<file path="config.mk">
export PLATFORM = sky130hd
export DESIGN_NAME = pattern_gen_mc
export DESIGN_NICKNAME = d
export VERILOG_FILES = /design/src/rtl/pattern_gen_mc.sv
export SDC_FILE = /design/constraint.sdc
export NUM_CORES = 1
export LEC_CHECK = 0
export BUFFER_PORTS_ARGS = -buffer_cell sky130_fd_sc_hd__buf_4
export CORE_AREA = 2 2 130 132
export DETAILED_ROUTE_END_ITERATION = 12
export DIE_AREA = 0 0 132 134
export GPL_ROUTABILITY_DRIVEN = 0
export PLACE_DENSITY = 0.79
export SKIP_CTS_REPAIR_TIMING = 1
export SYNTH_ARGS = -nofsm -noshare
export SYNTH_HDL_FRONTEND = slang
export SYNTH_SLANG_ARGS = --single-unit
</file>
<file path="constraint.sdc">
create_clock -name clock -period 6.1 [get_ports clock]
set_input_delay 1.22 -clock clock [delete_from_list [all_inputs] [get_ports clock]]
set_output_delay 1.22 -clock clock [all_outputs]
set_load 0.03 [all_outputs]
</file>
<file path="src/rtl/pattern_gen_mc.sv">
// Multi-channel framed pattern generator: a header word carrying the frame count,
// then NUM_CH*FRAME_LEN channel-interleaved samples over a valid/ready handshake.
module pattern_gen_mc #(
  parameter int DATA_W    = 16,
  parameter int NUM_CH    = 4,
  parameter int FRAME_LEN = 256,
  localparam int CH_W     = (NUM_CH > 1) ? $clog2(NUM_CH) : 1
) (
  input  logic              clock,
  input  logic              reset,
  input  logic              enable,
  input  logic [1:0]        mode,
  input  logic [DATA_W-1:0] step,
  input  logic [DATA_W-1:0] const_val,
  input  logic              data_ready,
  output logic [DATA_W-1:0] data_out,
  output logic              data_valid,
  output logic [CH_W-1:0]   ch_id,
  output logic              frame_start,
  output logic [15:0]       frame_count
);

  typedef enum logic [1:0] {
    IDLE = 2'd0,
    HDR  = 2'd1,
    DATA = 2'd2
  } state_t;

  state_t                         state_reg, state_next;
  logic [CH_W-1:0]                ch_reg, ch_next;
  logic [15:0]                    idx_reg, idx_next;
  logic [15:0]                    fc_reg, fc_next;
  logic [1:0]                     mode_reg, mode_next;
  logic [DATA_W-1:0]              step_reg, step_next;
  logic [DATA_W-1:0]              const_reg, const_next;
  logic [NUM_CH-1:0][DATA_W-1:0]  acc_reg;
  logic [NUM_CH-1:0][DATA_W-1:0]  acc_next;
  logic [DATA_W-1:0]              acc_sel;
  logic                           xfer;
  logic                           acc_step;
  logic                           last_ch;
  logic                           last_idx;

  assign xfer     = data_valid && data_ready;
  assign acc_step = (state_reg == DATA) && xfer;
  assign last_ch  = (ch_reg == CH_W'(NUM_CH - 1));
  assign last_idx = (idx_reg == 16'(FRAME_LEN - 1));

  // Only the channel being transferred advances, and only in the ramp modes.
  for (genvar gi = 0; gi < NUM_CH; gi++) begin : g_acc
    logic hit;
    assign hit = acc_step && (ch_reg == CH_W'(gi)) && !mode_reg[1];
    assign acc_next[gi] = !hit          ? acc_reg[gi] :
                          mode_reg[0]   ? acc_reg[gi] - step_reg :
                                          acc_reg[gi] + step_reg;
  end

  always_comb begin
    acc_sel = '0;
    for (int c = 0; c < NUM_CH; c++) begin
      if (ch_reg == CH_W'(c)) acc_sel = acc_reg[c];
    end
  end

  always_comb begin
    state_next = state_reg;
    ch_next    = ch_reg;
    idx_next   = idx_reg;
    fc_next    = fc_reg;
    mode_next  = mode_reg;
    step_next  = step_reg;
    const_next = const_reg;
    case (state_reg)
      IDLE: begin
        if (enable) state_next = HDR;
      end
      HDR: begin
        if (xfer) begin
          mode_next  = mode;
          step_next  = step;
          const_next = const_val;
          ch_next    = '0;
          idx_next   = '0;
          state_next = DATA;
        end
      end
      DATA: begin
        if (xfer) begin
          if (last_ch) begin
            ch_next = '0;
            if (last_idx) begin
              // Frame complete: enable is only consulted here, never mid-frame.
              idx_next   = '0;
              fc_next    = fc_reg + 16'd1;
              state_next = enable ? HDR : IDLE;
            end else begin
              idx_next = idx_reg + 16'd1;
            end
          end else begin
            ch_next = ch_reg + CH_W'(1);
          end
        end
      end
      default: state_next = IDLE;
    endcase
  end

  always_comb begin
    data_valid  = 1'b0;
    data_out    = '0;
    ch_id       = '0;
    frame_start = 1'b0;
    frame_count = fc_reg;
    case (state_reg)
      HDR: begin
        data_valid  = 1'b1;
        frame_start = 1'b1;
        data_out    = DATA_W'(fc_reg);
      end
      DATA: begin
        data_valid = 1'b1;
        ch_id      = ch_reg;
        case (mode_reg)
          2'd2:    data_out = const_reg;
          2'd3:    data_out = DATA_W'(idx_reg);
          default: data_out = acc_sel;
        endcase
      end
      default: ;
    endcase
  end

  always_ff @(posedge clock) begin
    if (reset) begin
      state_reg <= IDLE;
      ch_reg    <= '0;
      idx_reg   <= '0;
      fc_reg    <= '0;
      mode_reg  <= '0;
      step_reg  <= '0;
      const_reg <= '0;
      for (int c = 0; c < NUM_CH; c++) acc_reg[c] <= DATA_W'(c);
    end else begin
      state_reg <= state_next;
      ch_reg    <= ch_next;
      idx_reg   <= idx_next;
      fc_reg    <= fc_next;
      mode_reg  <= mode_next;
      step_reg  <= step_next;
      const_reg <= const_next;
      acc_reg   <= acc_next;
    end
  end

endmodule

</file>
==> run_results.csv, run 1 <==
group,metric,value,unit
status,outcome,"complete, no violations",
logic_synthesis,ys.flop_type,"dfxtp_1",
clock_network,cts_tree,"done",
placed_design,detailed_place_hpwl,18900,um
logic_synthesis,synth_area,9653,um^2
min_path,hold_path_startpoint,"const_reg[7]$_SDFFE_PP0P_",
flow_run,drv_cap,0,
global_route,gr-total-overflow,0,
worst_setup_path,worstRegToRegCells,16,
clock_network,cts_buffers,17,
logic_synthesis,synth-seq-cells,134,
die,floorplan.core_area,16290,um^2
worst_setup_path,crit_type,"flop to flop",
logic_synthesis,mappedNetlistNets,1395,
min_path,holdPathEnd,"const_reg[7]$_SDFFE_PP0P_",
sta,tightest_slew,1.152,ns
worst_setup_path,crit_fanout,9,
power_and_ir_drop,ir_drop,0.2953,mV
routing,via_per_inst,6.111,
cells_and_area,antenna_cells,0,
sta,period_needed,5.111,ns
worst_setup_path,required,6.43,ns
worst_setup_path,cp-end-kind,"flop",
clock_network,clock_latency,0.44,ns
cells_and_area,drive_gt1_share,11.99,%
global_route,grt_usage,29.71,%
routing,wire_per_inst,16.57,um
routing,drcViolationCount,0,
logic_synthesis,synth_top_area_share,27.79,%
die,start_util,59.26,%
sta,skew,0.01034,ns
power_and_ir_drop,p_switching,2.304,mW
power_and_ir_drop,power.total,5.070,mW
cells_and_area,multiInputGateArea,6516,um^2
clock_network,cts_root_buf,"clkbuf_16",
routing,antenna_left,0,
cells_and_area,layout_commonest_cell,"nor2_1",
power_and_ir_drop,power.density,465.5,nW/um^2
power_and_ir_drop,clockPowerShare,20.1,%
cells_and_area,mostFrequentLayoutCells,"167 x nor2_1, 164 x nand2_1, 159 x a21oi_1",
logic_synthesis,yosysSeqAreaShare,27.79,%
placed_design,post-place-ws,1.021,ns
placed_design,port_buffers,73,
min_path,hold_class,"flop to flop",
die,die_w,132,um
logic_synthesis,async_flop_share,0,%
global_route,grt_max_degree,61,
sta,rsz0062_at_grt,"no",
clock_network,cts_buffer_depth,2,
sta,finalSetupViolCount,0,
global_route,grt_pass1_vias,8840,
worst_setup_path,cp-start-kind,"flop",
clock_network,cts.clk_slew.worst_paths,0.07,ns
sta,setup_slack,0.9892,ns
sta,finalSetupTns,0,ns
power_and_ir_drop,swShare,45.45,%
global_route,grt_first_pass_wirelength,42930,um
worst_setup_path,rrSetupSlack,0.99,ns
worst_setup_path,critPathArrivalTime,5.44,ns
worst_setup_path,r2r_start,"step_reg[0]$_SDFFE_PP0P_",
power_and_ir_drop,p_int,2.766,mW
routing,first_pass_iters,7,
power_and_ir_drop,p_seq_share,19.0,%
cells_and_area,nNetsFinal,1424,
sta,slew_violations,0,
sta,hold_viol,0,
die,die_h,134,um
worst_setup_path,cp_slowest_cell,"mux2i_1",
worst_setup_path,path_cells,"inv_1 > ha_1 > mux2i_1 > ha_1 > nor2b_1 > o21ai_0 > nor3b_1 > o41ai_2 > maj3_1 > maj3_1 > a221oi_1 > a221o_1 > a21oi_1 > o21ai_0 > nor3b_1 > mux2_2",
routing,postRouteWirelength,26320,um
logic_synthesis,synth_area_leader_cell,"dfxtp_1",
sta,max_freq,0.1957,GHz
power_and_ir_drop,power_frac_comb,60.9,%
clock_network,cts.sinks,134,
logic_synthesis,synthCells,1326,
cells_and_area,area_delta_synth_final,12.83,%
sta,period_share,83.78,%
cells_and_area,largest_reg_flops,64,
cells_and_area,fillCellCount,1413,
logic_synthesis,synth-edff-count,0,
cells_and_area,seqCellArea,2684,um^2
routing,via_count,9704,
die,row_count,47,
logic_synthesis,avgSynthCellArea,7.280,um^2
cells_and_area,final_core_util,66.86,%
global_route,antenna_found_initial,0,
routing,drt_iter0_drc,612,
power_and_ir_drop,p_leak,3.954,nW
logic_synthesis,synth_area_leaders,"dfxtp_1 28%, a21oi_1 8.2%, nor2_1 6.5%, nand2_1 6.4%, xnor2_1 5.6%",
min_path,hold_path_depth,2,
sta,slew_headroom,22.65,%
worst_setup_path,reg2reg_to,"acc_reg[61]$_SDFFE_PP0P_",
logic_synthesis,ys_warn_count,0,
clock_network,htreeDepth,4,
die,dieArea,17690,um^2
logic_synthesis,synth.distinct_cells,75,
worst_setup_path,slowest_delay,0.75,ns
die,boundaryPins,74,
[per-layer routing]
| layer | up-vias | wire (um) | GRT usage [%] |
|---|---|---|---|
| li1 | 4804 | - | - |
| met1 | 4544 | 11790 | 39.04 |
| met2 | 290 | 12470 | 49.57 |
| met3 | 66 | 1309 | 4.271 |
| met4 | 0 | 754 | 11.47 |
| met5 | - | 0 | 0 |
[synthesized netlist by cell type (7+ instances only)]
| cell | n |
|---|---|
| a211oi_1 | 32 |
| a21o_1 | 7 |
| a21oi_1 | 159 |
| a22oi_1 | 19 |
| a31oi_1 | 8 |
| and2_1 | 17 |
| and3_1 | 15 |
| clkbuf_1 | 71 |
| dfxtp_1 | 134 |
| ha_1 | 27 |
| inv_1 | 31 |
| maj3_1 | 10 |
| mux2i_1 | 22 |
| nand2_1 | 164 |
| nand3_1 | 15 |
| nand3b_1 | 10 |
| nand4_1 | 10 |
| nor2_1 | 167 |
| nor2b_1 | 10 |
| nor3_1 | 34 |
| nor3b_1 | 7 |
| nor4_1 | 9 |
| o21ai_0 | 71 |
| or2_2 | 9 |
| or3_1 | 45 |
| xnor2_1 | 62 |
| xor2_1 | 23 |
[layout make-up]
| class | count | share of cell area [%] |
|---|---|---|
| clock buffers | 17 | 3.906 |
| repair buffers | 96 | 6.617 |
| clock inverters | 15 | 1.379 |
| well taps | 220 | 2.527 |
| flip-flops and latches | 134 | 24.64 |
| multi-input cells | 1074 | 59.83 |
| inverters | 32 | 1.103 |
[power by group through the flow]
| stage | combinational, mW | sequential, mW | clock, mW |
|---|---|---|---|
| floorplan | 2.46 | 0.964 | 0 |
| global placement | 2.94 | 0.981 | 0 |
| detailed placement | 3.03 | 0.984 | 0 |
| CTS | 3.05 | 0.964 | 1.03 |
| global route | 3.43 | 0.972 | 1.07 |
| finish | 3.09 | 0.965 | 1.02 |
[worst max path at each step]
stage / end / start / depth (start not counted)
after floorplan: acc_reg[29]$_SDFFE_PP0P_ / mode_reg[0]$_SDFFE_PP0P_ / 17
after global placement: acc_reg[45]$_SDFFE_PP0P_ / step_reg[0]$_SDFFE_PP0P_ / 16
after detailed placement: acc_reg[45]$_SDFFE_PP0P_ / step_reg[0]$_SDFFE_PP0P_ / 16
after CTS: acc_reg[29]$_SDFFE_PP0P_ / step_reg[0]$_SDFFE_PP0P_ / 16
after global routing: acc_reg[45]$_SDFFE_PP0P_ / step_reg[0]$_SDFFE_PP0P_ / 16
final: acc_reg[61]$_SDFFE_PP0P_ / step_reg[0]$_SDFFE_PP0P_ / 16
[per-stage QoR]
step / instance area, um^2 / hold slack, ns / instances
final: 10890 / 0.4558 / 1588
after global routing: 10890 / 0.4731 / 1588
after CTS: 10890 / 0.4546 / 1588
after detailed placement: 10320 / 0.4480 / 1556
after global placement: 10320 / 0.4415 / 1556
after floorplan: 9653 / 0.4357 / 1326
[logic make-up (layout without fill, tap and decap cells)]
logic type,count (synthesis),count (layout),share of synthesized area [%]
simple gates,543,543,27.15
compound gates,377,377,24.13
flops,134,134,27.79
buf+inv,118,160,4.861
xor+xnor,85,85,7.712
fa+ha+maj,44,44,5.716
mux,25,25,2.631
[critical path: cells and delay by family, from the launching register on]
| family | cells | cell delay [ns] |
|---|---|---|
| buffers and inverters | 1 | 0.08 |
| DFF | 1 | 0.50 |
| and+or+nand+nor | 3 | 0.63 |
| AOI/OAI and AO/OA | 6 | 1.21 |
| adders and majority gates | 4 | 1.48 |
| muxes | 2 | 1.11 |
Power figures use the tool's default switching activity.
==> inputs of run 2 (changes only) <==
==> constraint.sdc (replaced) <==
create_clock -name clock -period 4.9 [get_ports clock]
set_input_delay 0.98 -clock clock [delete_from_list [all_inputs] [get_ports clock]]
set_output_delay 0.98 -clock clock [all_outputs]
set_load 0.03 [all_outputs]
==> run_results.csv, run 2 (synthesis gave the netlist of run 1 again) <==
group,metric,value,unit
cells_and_area,final_cell_area,10950,um^2
worst_setup_path,path_cells,"inv_1 > ha_1 > mux2i_4 > ha_1 > nor2b_1 > o21a_1 > a211oi_2 > o2111ai_1 > and4b_4 > maj3_2 > a211o_1 > a222oi_1 > o21ai_1 > and3_1 > o21ai_1 > mux2_1",
flow_run,drv_cap,0,
routing,via_per_inst,6.113,
global_route,grt_usage,29.08,%
clock_network,cts_tree,"done",
global_route,grt_max_degree,110,
sta,rsz0062_at_grt,"no",
sta,period_share,94.35,%
global_route,grt_pass1_vias,8596,
die,die_w,132,um
cells_and_area,drive_gt1_share,12.25,%
worst_setup_path,critPathArrivalTime,4.95,ns
power_and_ir_drop,power.density,579.4,nW/um^2
cells_and_area,largest_reg_flops,64,
cells_and_area,antenna_cells,0,
status,outcome,"complete, no violations",
sta,finalSetupTns,0,ns
sta,hold_viol,0,
worst_setup_path,cp_slowest_cell,"a222oi_1",
sta,period_needed,4.623,ns
worst_setup_path,crit_fanout,8,
sta,whs,0.4560,ns
clock_network,cts_buffers,17,
worst_setup_path,required,5.22,ns
placed_design,post_dp_cell_area,10350,um^2
global_route,antenna_found_initial,0,
global_route,gr-total-overflow,0,
clock_network,cts_root_buf,"clkbuf_16",
routing,drt_iter0_drc,735,
clock_network,cts_buffer_depth,2,
clock_network,cts.clk_slew.worst_paths,0.07,ns
clock_network,cts.sinks,134,
worst_setup_path,slowest_delay,0.53,ns
worst_setup_path,cp-start-kind,"flop",
cells_and_area,fillCellCount,1446,
routing,via_count,9725,
cells_and_area,multiInputGateArea,6529,um^2
worst_setup_path,cp-end-kind,"flop",
sta,skew,0.01354,ns
power_and_ir_drop,p_leak,3.976,nW
sta,slew_violations,0,
power_and_ir_drop,power.total,6.343,mW
sta,slew_headroom,21.89,%
cells_and_area,mostFrequentLayoutCells,"167 x nor2_1, 164 x nand2_1, 159 x a21oi_1",
routing,wire_per_inst,16.30,um
die,floorplan.core_area,16290,um^2
cells_and_area,nNetsFinal,1427,
placed_design,port_buffers,73,
sta,max_freq,0.2163,GHz
worst_setup_path,crit_type,"flop to flop",
routing,postRouteWirelength,25940,um
clock_network,clock_latency,0.44,ns
cells_and_area,area_delta_synth_final,13.42,%
global_route,grt_first_pass_wirelength,42040,um
placed_design,detailed_place_hpwl,18510,um
sta,finalSetupViolCount,0,
min_path,hold_class,"flop to flop",
routing,antenna_left,0,
routing,drcViolationCount,0,
die,die_h,134,um
die,boundaryPins,74,
die,start_util,59.26,%
routing,first_pass_iters,8,
cells_and_area,seqCellArea,2684,um^2
power_and_ir_drop,ir_drop,0.3398,mV
die,dieArea,17690,um^2
sta,tightest_slew,1.163,ns
clock_network,htreeDepth,4,
die,row_count,47,
cells_and_area,layout_commonest_cell,"nor2_1",
run 2: critical path, delay by kind of cell (launching register included):
| family | cells | cell delay (ns) |
|---|---|---|
| AO/OA/AOI/OAI | 7 | 1.78 |
| multiplexers | 2 | 0.71 |
| AND/OR/NAND/NOR | 3 | 0.58 |
| adder cells (fa/ha/maj) | 3 | 0.94 |
| buffers and inverters | 1 | 0.07 |
| flip-flops | 1 | 0.44 |
run 2: per-stage QoR:
stage          worst slack [ns]  util, %  cells
4_1_cts                  0.3260    67.21   1591
3_3_place_gp             0.4788    63.55   1559
3_5_place_dp             0.3297    63.55   1559
5_1_grt                 0.04716    67.21   1591
2_1_floorplan           0.02639        -   1326
6_report                 0.2767    67.21   1591
run 2: path summary, 6_finish.rpt:
path,startpoint,endpoint,cells after the start,slack (ns)
setup / recovery,step_reg[1]$_SDFFE_PP0P_,acc_reg[45]$_SDFFE_PP0P_,16,0.28
hold / removal,const_reg[4]$_SDFFE_PP0P_,const_reg[4]$_SDFFE_PP0P_,2,0.46
setup reg to reg,step_reg[1]$_SDFFE_PP0P_,acc_reg[45]$_SDFFE_PP0P_,16,0.28
hold reg to reg,const_reg[4]$_SDFFE_PP0P_,const_reg[4]$_SDFFE_PP0P_,2,0.46
run 2: where the power goes:
| group | switching [mW] | leakage (nW) | internal (mW) |
|---|---|---|---|
| Sequential | 0.0636 | 1.08 | 1.14 |
| Clock | 0.582 | 0.294 | 0.732 |
| Combinational | 2.19 | 2.60 | 1.64 |
run 2: area by class of cell:
type                       instances  area share [%]
clock buffer                      17           3.886
clock inverter                    15           1.566
inverter                          32           1.097
multi-input combinational       1074           59.63
sequential                       134           24.51
tap                              220           2.514
timing repair buffer              99           6.789
run 2: layer usage:
layer  vias to the layer above  share of wire, %  GRT usage (%)
met5                         -                 0              0
met4                         0               2.3          11.41
met3                        46               5.2          4.157
met2                       293                49          48.35
met1                      4582                44          38.28
li1                       4804                 -              -
